<file path="src/rtl/keccak_core_arb.sv">
// Two-requester round-robin front end for a shared Keccak core.
// One grant per transaction: the winner's message words are forwarded to the
// core, digest words are routed back, and completion or watchdog abort is
// reported with a one-cycle pulse.
module keccak_core_arb #(
   parameter int unsigned WDOG = 4096
) (
   input  logic              clk,
   input  logic              rst,
   input  logic [1:0]        rq_req,
   input  logic [1:0][2:0]   rq_cmode,
   input  logic [1:0][10:0]  rq_d,
   input  logic [1:0][63:0]  rq_data,
   input  logic [1:0]        rq_valid,
   input  logic [1:0]        rq_last,
   output logic [1:0]        rq_ack,
   output logic [1:0]        rq_gnt,
   output logic [31:0]       rq_hash,
   output logic [1:0]        rq_hash_vld,
   output logic [1:0]        rq_done,
   output logic [1:0]        rq_err,
   output logic              core_start,
   output logic [2:0]        core_cmode,
   output logic [10:0]       core_d,
   output logic [63:0]       core_dt_i,
   output logic              core_last_block,
   input  logic              core_ready,
   input  logic              core_valid,
   input  logic [31:0]       core_dt_o_hash,
   input  logic              core_finish_hash
);

   localparam int unsigned CW = (WDOG > 2) ? $clog2(WDOG) : 1;
   localparam logic [CW-1:0] CNT_MAX = CW'(WDOG - 1);

   localparam logic [2:0] S_IDLE  = 3'd0;
   localparam logic [2:0] S_START = 3'd1;
   localparam logic [2:0] S_FEED  = 3'd2;
   localparam logic [2:0] S_DRAIN = 3'd3;
   localparam logic [2:0] S_DONE  = 3'd4;

   logic [2:0]    state_q, state_d;
   logic          g_q, g_d;
   logic          last_q, last_d;
   logic [2:0]    cmode_q, cmode_d;
   logic [10:0]   d_q, d_d;
   logic [CW-1:0] cnt_q, cnt_d;
   logic [1:0]    err_q, err_d;
   logic          pick;
   logic          xfer;

   // State and transaction context registers
   always_ff @(posedge clk) begin
      if (rst) begin
         state_q <= S_IDLE;
         g_q     <= 1'b0;
         last_q  <= 1'b1;
         cmode_q <= '0;
         d_q     <= '0;
         cnt_q   <= '0;
         err_q   <= '0;
      end else begin
         state_q <= state_d;
         g_q     <= g_d;
         last_q  <= last_d;
         cmode_q <= cmode_d;
         d_q     <= d_d;
         cnt_q   <= cnt_d;
         err_q   <= err_d;
      end
   end

   assign rq_err = err_q;

   // Next-state, arbitration and per-state output decode
   always_comb begin
      state_d         = state_q;
      g_d             = g_q;
      last_d          = last_q;
      cmode_d         = cmode_q;
      d_d             = d_q;
      cnt_d           = cnt_q;
      err_d           = '0;
      pick            = 1'b0;
      xfer            = 1'b0;
      rq_ack          = '0;
      rq_gnt          = '0;
      rq_hash         = '0;
      rq_hash_vld     = '0;
      rq_done         = '0;
      core_start      = 1'b0;
      core_cmode      = '0;
      core_d          = '0;
      core_dt_i       = '0;
      core_last_block = 1'b0;

      case (state_q)
         S_IDLE: begin
            // On a tie the requester not served last wins
            if (rq_req != 2'b00) begin
               pick    = (rq_req == 2'b11) ? ~last_q : rq_req[1];
               g_d     = pick;
               cmode_d = rq_cmode[pick];
               d_d     = rq_d[pick];
               state_d = S_START;
            end
         end
         S_START: begin
            core_start = 1'b1;
            state_d    = S_FEED;
         end
         S_FEED: begin
            xfer            = rq_valid[g_q] && core_ready;
            core_dt_i       = rq_data[g_q];
            rq_ack[g_q]     = xfer;
            core_last_block = xfer && rq_last[g_q];
            if (xfer && rq_last[g_q]) begin
               cnt_d   = '0;
               state_d = S_DRAIN;
            end
         end
         S_DRAIN: begin
            rq_hash          = core_dt_o_hash;
            rq_hash_vld[g_q] = core_valid;
            if (core_finish_hash) begin
               state_d = S_DONE;
            end else if (cnt_q == CNT_MAX) begin
               err_d[g_q] = 1'b1;
               last_d     = g_q;
               state_d    = S_IDLE;
            end else begin
               cnt_d = cnt_q + CW'(1);
            end
         end
         S_DONE: begin
            rq_done[g_q] = 1'b1;
            last_d       = g_q;
            state_d      = S_IDLE;
         end
         default: begin
            state_d = S_IDLE;
         end
      endcase

      // Grant and core configuration are held for the whole transaction
      if (state_q != S_IDLE) begin
         rq_gnt[g_q] = 1'b1;
         core_cmode  = cmode_q;
         core_d      = d_q;
      end
   end

endmodule

</file>
<file path="config.mk">
export PLATFORM = sky130hd
export DESIGN_NAME = keccak_core_arb
export DESIGN_NICKNAME = d
export VERILOG_FILES = /design/src/rtl/keccak_core_arb.sv
export SDC_FILE = /design/constraint.sdc
export NUM_CORES = 1
export LEC_CHECK = 0
export ABC_AREA = 1
export BUFFER_PORTS_ARGS = -buffer_cell sky130_fd_sc_hd__buf_2
export CAP_MARGIN = 5
export CELL_PAD_IN_SITES_DETAIL_PLACEMENT = 0
export CELL_PAD_IN_SITES_GLOBAL_PLACEMENT = 2
export CORE_MARGIN = 8
export CORE_UTILIZATION = 15
export CTS_CLUSTER_DIAMETER = 30
export CTS_CLUSTER_SIZE = 10
export DETAILED_ROUTE_END_ITERATION = 7
export HOLD_SLACK_MARGIN = 0.05
export PLACE_DENSITY_LB_ADDON = 0.08
export SETUP_SLACK_MARGIN = 0.15
export SKIP_CTS_REPAIR_TIMING = 1
export SYNTH_ARGS = -nofsm -noshare
export SYNTH_HDL_FRONTEND = slang
export SYNTH_SLANG_ARGS = --single-unit
export TNS_END_PERCENT = 30
</file>
<file path="constraint.sdc">
create_clock -name clk -period 4.3 [get_ports clk]
set_input_delay 1.29 -clock clk [delete_from_list [all_inputs] [get_ports clk]]
set_output_delay 1.29 -clock clk [all_outputs]
set_load 0.02 [all_outputs]
</file>
==> results of run 1 <==
==> power by group <==
part	internal [mW]	switching [mW]
clock network	0.289	0.147
logic	0.351	0.815
registers	0.369	0.0402
==> final cells by class <==
cell class | instances | area [µm²] | share of cell area, %
Clock inverter | 2 | 37.5 | 0.743
Sequential cell | 33 | 662 | 13.1
Inverter | 71 | 268 | 5.30
Antenna cell | 2 | 5.00 | 0.0990
Tap cell | 270 | 338 | 6.68
Multi-Input combinational cell | 454 | 1970 | 38.9
Timing Repair Buffer | 325 | 1640 | 32.4
Clock buffer | 6 | 139 | 2.75
==> critical path, cell delays in order, from the launching register on <==
cell and delay [ns]:
dfxtp_1 0.33, inv_1 0.05, nand2_1 0.16, nor2_2 0.08, inv_2 0.82, buf_4 0.29, a21oi_1 0.05, buf_2 0.16
==> synthesized netlist by cell type, drive strengths merged (2+ instances only) <==
cell / instances
a21oi: 107
buf: 14
clkbuf: 24
dfxtp: 33
inv: 70
nand2: 208
nand3: 20
nor2: 90
nor3: 6
o21ai: 17
o21bai: 2
==> routing by layer <==
metal  up-vias  wire [µm]  track usage, %
met5         -          0               0
met4         0        190            2.70
met3         9       1410            3.88
met2       191       9910            26.3
met1      2075       7750            16.4
li1       2432          -               -
==> registers in the layout, summed over array words and instances, names as in the netlist <==
register,flops
cmode_q,3
cnt_q,12
d_q,11
g_q,1
last_q,1
rq_err,2
state_q,3
==> worst paths after layout <==
kind,start,cells past startpoint,endpoint
setup / recovery,state_q[2],7,core_dt_i[38]
hold / removal,last_q,2,last_q
setup reg to reg,g_q,9,cnt_q[9]
hold reg to reg,last_q,2,last_q
==> metrics by stage <==
stage / area (µm²) / hold slack, ns
2_1_floorplan: 3070 / 0.436
5_1_grt: 5050 / 0.529
6_report: 5050 / 0.482
3_3_place_gp: 4870 / 0.480
4_1_cts: 5050 / 0.499
3_5_place_dp: 4870 / 0.477
==> cell families (layout without fill, tap and decap cells) <==
| group | count (synthesis) | count (layout) |
|---|---|---|
| simple gates | 326 | 326 |
| fa+ha+maj | 1 | 1 |
| flops | 33 | 33 |
| compound gates | 127 | 127 |
| other cells | 0 | 2 |
| buf+inv | 109 | 404 |
==> qor.yml, run 1 <==
outcome:
  run_status: "completed"
placed_design:
  portBuffers: 320
  hpwlAfterDp_um: 15500
  place.gp.congestion: 0.951
  place_ws_ns: 0.894
  placed_cells_incl_taps: 1153
cells_and_area:
  final_util_pct: 25.1
  drive_above_1_share_pct: 39.3
  layout.nets: 1090
  stdcell_count: 1163
  num-fill-cells: 2393
  mostFrequentLayoutCell: "buf_2"
  syn2layout_area_growth_pct: 64.7
  final_cell_mix: "buf_2, nand2_1, a21oi_1, nor2_1, inv_1"
die:
  die-area_mm2: 0.0253
  io-pin-count: 321
  std_cell_rows: 52
  die_y_um: 159
  start_util_pct: 15.2
  die_w_um: 159
  coreArea_mm2: 0.0202
timing:
  fin_crit_ns: 3.54
  fin_skew_ns: 0.00931
  max_freq_mhz: 282
  worst_pin_slew_ns: 1.15
  slew_viol_final: 0
  setup_viol: 0
  hold_violations: 0
  fin_ws_ns: 0.760
  rsz0062_at_grt: "no"
  fin_crit_sh_pct: 82.3
  timing.slew.headroom_pct: 23.1
  final.setup.tns_ns: 0
yosys:
  synth_fa_ha_area_share_pct: 0.408
  synth_ff_type: "dfxtp_1"
  synth_mux_area_share_pct: 0
  ys_seq_area_share_pct: 21.5
  synth_cells: 596
  syn_area_per_cell_um2: 5.15
  ys_seq_elements: 33
  synth_top_family_by_area: "simple AND/OR/NAND/NOR gates"
  synth_xor_area_share_pct: 0
  synthTopCellsByArea: "nand2_1, dfxtp_1, a21oi_1"
  synth_top_area_share_pct: 25.1
  synth_edf_count: 0
  yosys.area_share.simple_pct: 42.6
  ys_types: 27
  yosys.area.top_type: "nand2_1"
  synth_compound_gate_area_share_pct: 21.0
  syn-num-nets: 796
  async_flop_share_pct: 0
  synth_warnings: 0
  synth_area_mm2: 0.00307
drt:
  vias_per_cell: 4.05
  dr.pass1.iters: 4
  wire_per_inst_um: 16.6
  drt_iter0_markers: 356
  drt-total-wl_um: 19300
  via_count: 4707
  drc_errors: 0
  ant_nets: 0
grt:
  antenna_found_initial: 2
  grt_max_degree: 73
  grt_pass1_vias: 4484
  grt-ovfl-total: 0
  grt_pass1_wl_um: 28800
  grt_use_total_pct: 14.3
clock_network:
  clkSlewWorstSetupHoldPaths_ns: 0.06
  cts_buffers: 5
  cts_tree: "done"
  clockBufferDepth: 2
  clock_latency_ns: 0.28
  cts-root-buf: "clkbuf_16"
  cts.sinks: 33
  htree_levels: 2
worst_setup_path:
  critical_path_class: "flop to output pin"
  required_ns: 3.01
  r2r_setup_slack_ns: 1.73
  crit_arrival_ns: 2.25
  start_kind: "flop"
  path_max_fanout: 65
  endpoint_kind: "output pin"
pwr:
  p_total_mw: 2.01
  peakVddDrop_mv: 0.192
  powerDensity_mw_per_mm2: 398
  p_leak_nw: 2.87
hold_path:
  min_path_type: "flop to flop"
run:
  drv_cap: 0
No activity file was read; power rests on OpenSTA's default activity.
==> inputs of run 2 (changes only) <==
--- a/config.mk
+++ b/config.mk
@@ -11,7 +11,7 @@
 export CELL_PAD_IN_SITES_DETAIL_PLACEMENT = 0
 export CELL_PAD_IN_SITES_GLOBAL_PLACEMENT = 2
 export CORE_MARGIN = 8
-export CORE_UTILIZATION = 15
+export CORE_UTILIZATION = 13
 export CTS_CLUSTER_DIAMETER = 30
 export CTS_CLUSTER_SIZE = 10
 export DETAILED_ROUTE_END_ITERATION = 7
==> constraint.sdc (replaced) <==
create_clock -name clk -period 3.2 [get_ports clk]
set_input_delay 0.96 -clock clk [delete_from_list [all_inputs] [get_ports clk]]
set_output_delay 0.96 -clock clk [all_outputs]
set_load 0.02 [all_outputs]
==> run 2 against run 1 <==
Effect of this change:
- worst hold slack better by 0.015 ns
- critical path type unchanged
- cell area rose by 1.9%
- routed wire length rose by 2.4%
- global-route usage down 1.7 points
==> qor.yml, run 2 (synthesis results as in run 1) <==
outcome:
  run_status: "completed"  # unchanged
cells_and_area:
  final_cell_area_mm2: 0.00515  # was 0.00505 mm²
  mostFrequentLayoutCell: "buf_2"  # unchanged
  syn2layout_area_growth_pct: 67.8  # was 64.7%
  layout.nets: 1095  # was 1090
  regMostFlops: "cnt_q"  # unchanged
  final_util_pct: 22.1  # was 25.1%
  stdcell_count: 1220  # was 1163
  largest_reg_flops: 12  # unchanged
  drive_above_1_share_pct: 39.5  # was 39.3%
  final_cell_mix: "buf_2, nand2_1, a21oi_1, nor2_1, inv_1"  # unchanged
  top_regs: "cnt_q (12), d_q (11)"  # unchanged
clock_network:
  cts.sinks: 33  # unchanged
  clock_latency_ns: 0.28  # about the same
  clockBufferDepth: 2  # unchanged
  clkSlewWorstSetupHoldPaths_ns: 0.06  # about the same
  cts-root-buf: "clkbuf_16"  # unchanged
  cts_tree: "done"  # unchanged
  cts_buffers: 5  # unchanged
  htree_levels: 2  # unchanged
placed_design:
  dpl_cell_area_mm2: 0.00500  # was 0.00487 mm²
  portBuffers: 320  # unchanged
  place.gp.congestion: 0.824  # was 0.951
  hpwlAfterDp_um: 16100  # was 15500 µm
  place_ws_ns: 0.366  # was 0.894 ns
  placed_cells_incl_taps: 1207  # was 1153
drt:
  drc_errors: 0  # unchanged
  ant_nets: 0  # unchanged
  wire_per_inst_um: 16.2  # was 16.6 µm
  drt_iter0_markers: 195  # was 356
  drt-total-wl_um: 19700  # was 19300 µm
  vias_per_cell: 3.95  # was 4.05
  via_count: 4820  # was 4707
  dr.pass1.iters: 7  # was 4
pwr:
  pwr-share-comb_pct: 61.0  # was 57.9%
  p_leak_nw: 2.89  # was 2.87 nW
  powerDensity_mw_per_mm2: 517  # was 398 mW/mm²
  power_frac_seq_pct: 20.8  # was 20.4%
  peakVddDrop_mv: 0.195  # was 0.192 mV
  power.share.clock_pct: 18.1  # was 21.7%
  internal_power_mw: 1.29  # was 1.01 mW
  p_switching_mw: 1.37  # was 1.00 mW
  switching_share_pct: 51.5  # was 49.8%
timing:
  fin_crit_sh_pct: 89.1
  timing.slew.headroom_pct: 45.1  # was 23.1%
  fin_crit_ns: 2.85
  fin_skew_ns: 0.00400  # was 0.00931 ns
  final.setup.tns_ns: 0  # unchanged
  hold_violations: 0  # unchanged
  slew_viol_final: 0  # unchanged
  max_freq_mhz: 351
  rsz0062_at_grt: "no"  # unchanged
  worst_pin_slew_ns: 0.823  # was 1.15 ns
  setup_viol: 0  # unchanged
  fin_ws_ns: 0.350  # was 0.760 ns
grt:
  grt_pass1_wl_um: 28600  # was 28800 µm
  grt_pass1_vias: 4689  # was 4484
  antenna_found_initial: 9  # was 2
  grt_max_degree: 66  # was 73
  grt_use_total_pct: 12.7  # was 14.3%
  grt-ovfl-total: 0  # unchanged
worst_setup_path:
  start_kind: "flop"  # unchanged
  required_ns: 2.24  # was 3.01 ns
  crit_arrival_ns: 1.89  # was 2.25 ns
  endpoint_kind: "output pin"  # unchanged
  path_max_fanout: 65  # unchanged
  critical_path_class: "flop to output pin"  # unchanged
die:
  die-area_mm2: 0.0288  # was 0.0253 mm²
  start_util_pct: 13.1  # was 15.2%
  coreArea_mm2: 0.0233  # was 0.0202 mm²
  die_y_um: 170  # was 159 µm
  std_cell_rows: 56  # was 52
  io-pin-count: 321  # unchanged
  die_w_um: 170  # was 159 µm
run:
  drv_cap: 0  # unchanged
hold_path:
  min_path_type: "flop to flop"  # unchanged
-- run 2: routing by layer --
| metal | track usage [%] | routed length [µm] | share of wire, % | up-vias |
|---|---|---|---|---|
| met5 | 0 | 42 | 0.21 | - |
| met4 | 2.92 | 211 | 1.1 | 8 |
| met3 | 4.47 | 1830 | 9.3 | 19 |
| met2 | 23.1 | 10000 | 51 | 191 |
| met1 | 13.8 | 7620 | 39 | 2152 |
| li1 | - | - | - | 2450 |
-- run 2: path summary, 6_finish.rpt --
kind	to	depth (start not counted)	from	slack [ns]
hold / removal	last_q	2	last_q	0.50
setup reg to reg	cnt_q[10]	10	state_q[2]	0.95
setup / recovery	core_last_block	6	g_q	0.35
hold reg to reg	last_q	2	last_q	0.50
-- run 2: layout make-up --
type | count | area, µm²
diodes | 5 | 12.5
clock buffers | 6 | 129
clock inverters | 2 | 10.0
fillers | 2791 | 18200
inverters | 71 | 268
multi-input cells | 454 | 1970
flip-flops and latches | 33 | 662
well taps | 319 | 399
repair buffers | 330 | 1700
-- run 2: worst max-delay path, stage by stage (launching register included) --
cell	delay [ns]
dfxtp_2	0.48
buf_12	0.31
nand2_1	0.09
nand2_1	0.16
nand3_2	0.18
nor2_1	0.17
buf_2	0.20
-- run 2: power by group through the flow --
stage | sequential (mW) | combinational [mW] | clock [mW]
CTS | 0.555 | 1.67 | 0.506
finish | 0.555 | 1.63 | 0.482
global route | 0.569 | 1.81 | 0.518
detailed placement | 0.562 | 1.67 | 0
floorplan | 0.543 | 1.04 | 0
global placement | 0.562 | 1.69 | 0
-- run 2: metrics by stage --
stage,power (mW),hold WS [ns]
2_1_floorplan,1.58,0.436
3_3_place_gp,2.25,0.478
3_5_place_dp,2.23,0.486
4_1_cts,2.73,0.500
5_1_grt,2.90,0.541
6_report,2.66,0.497
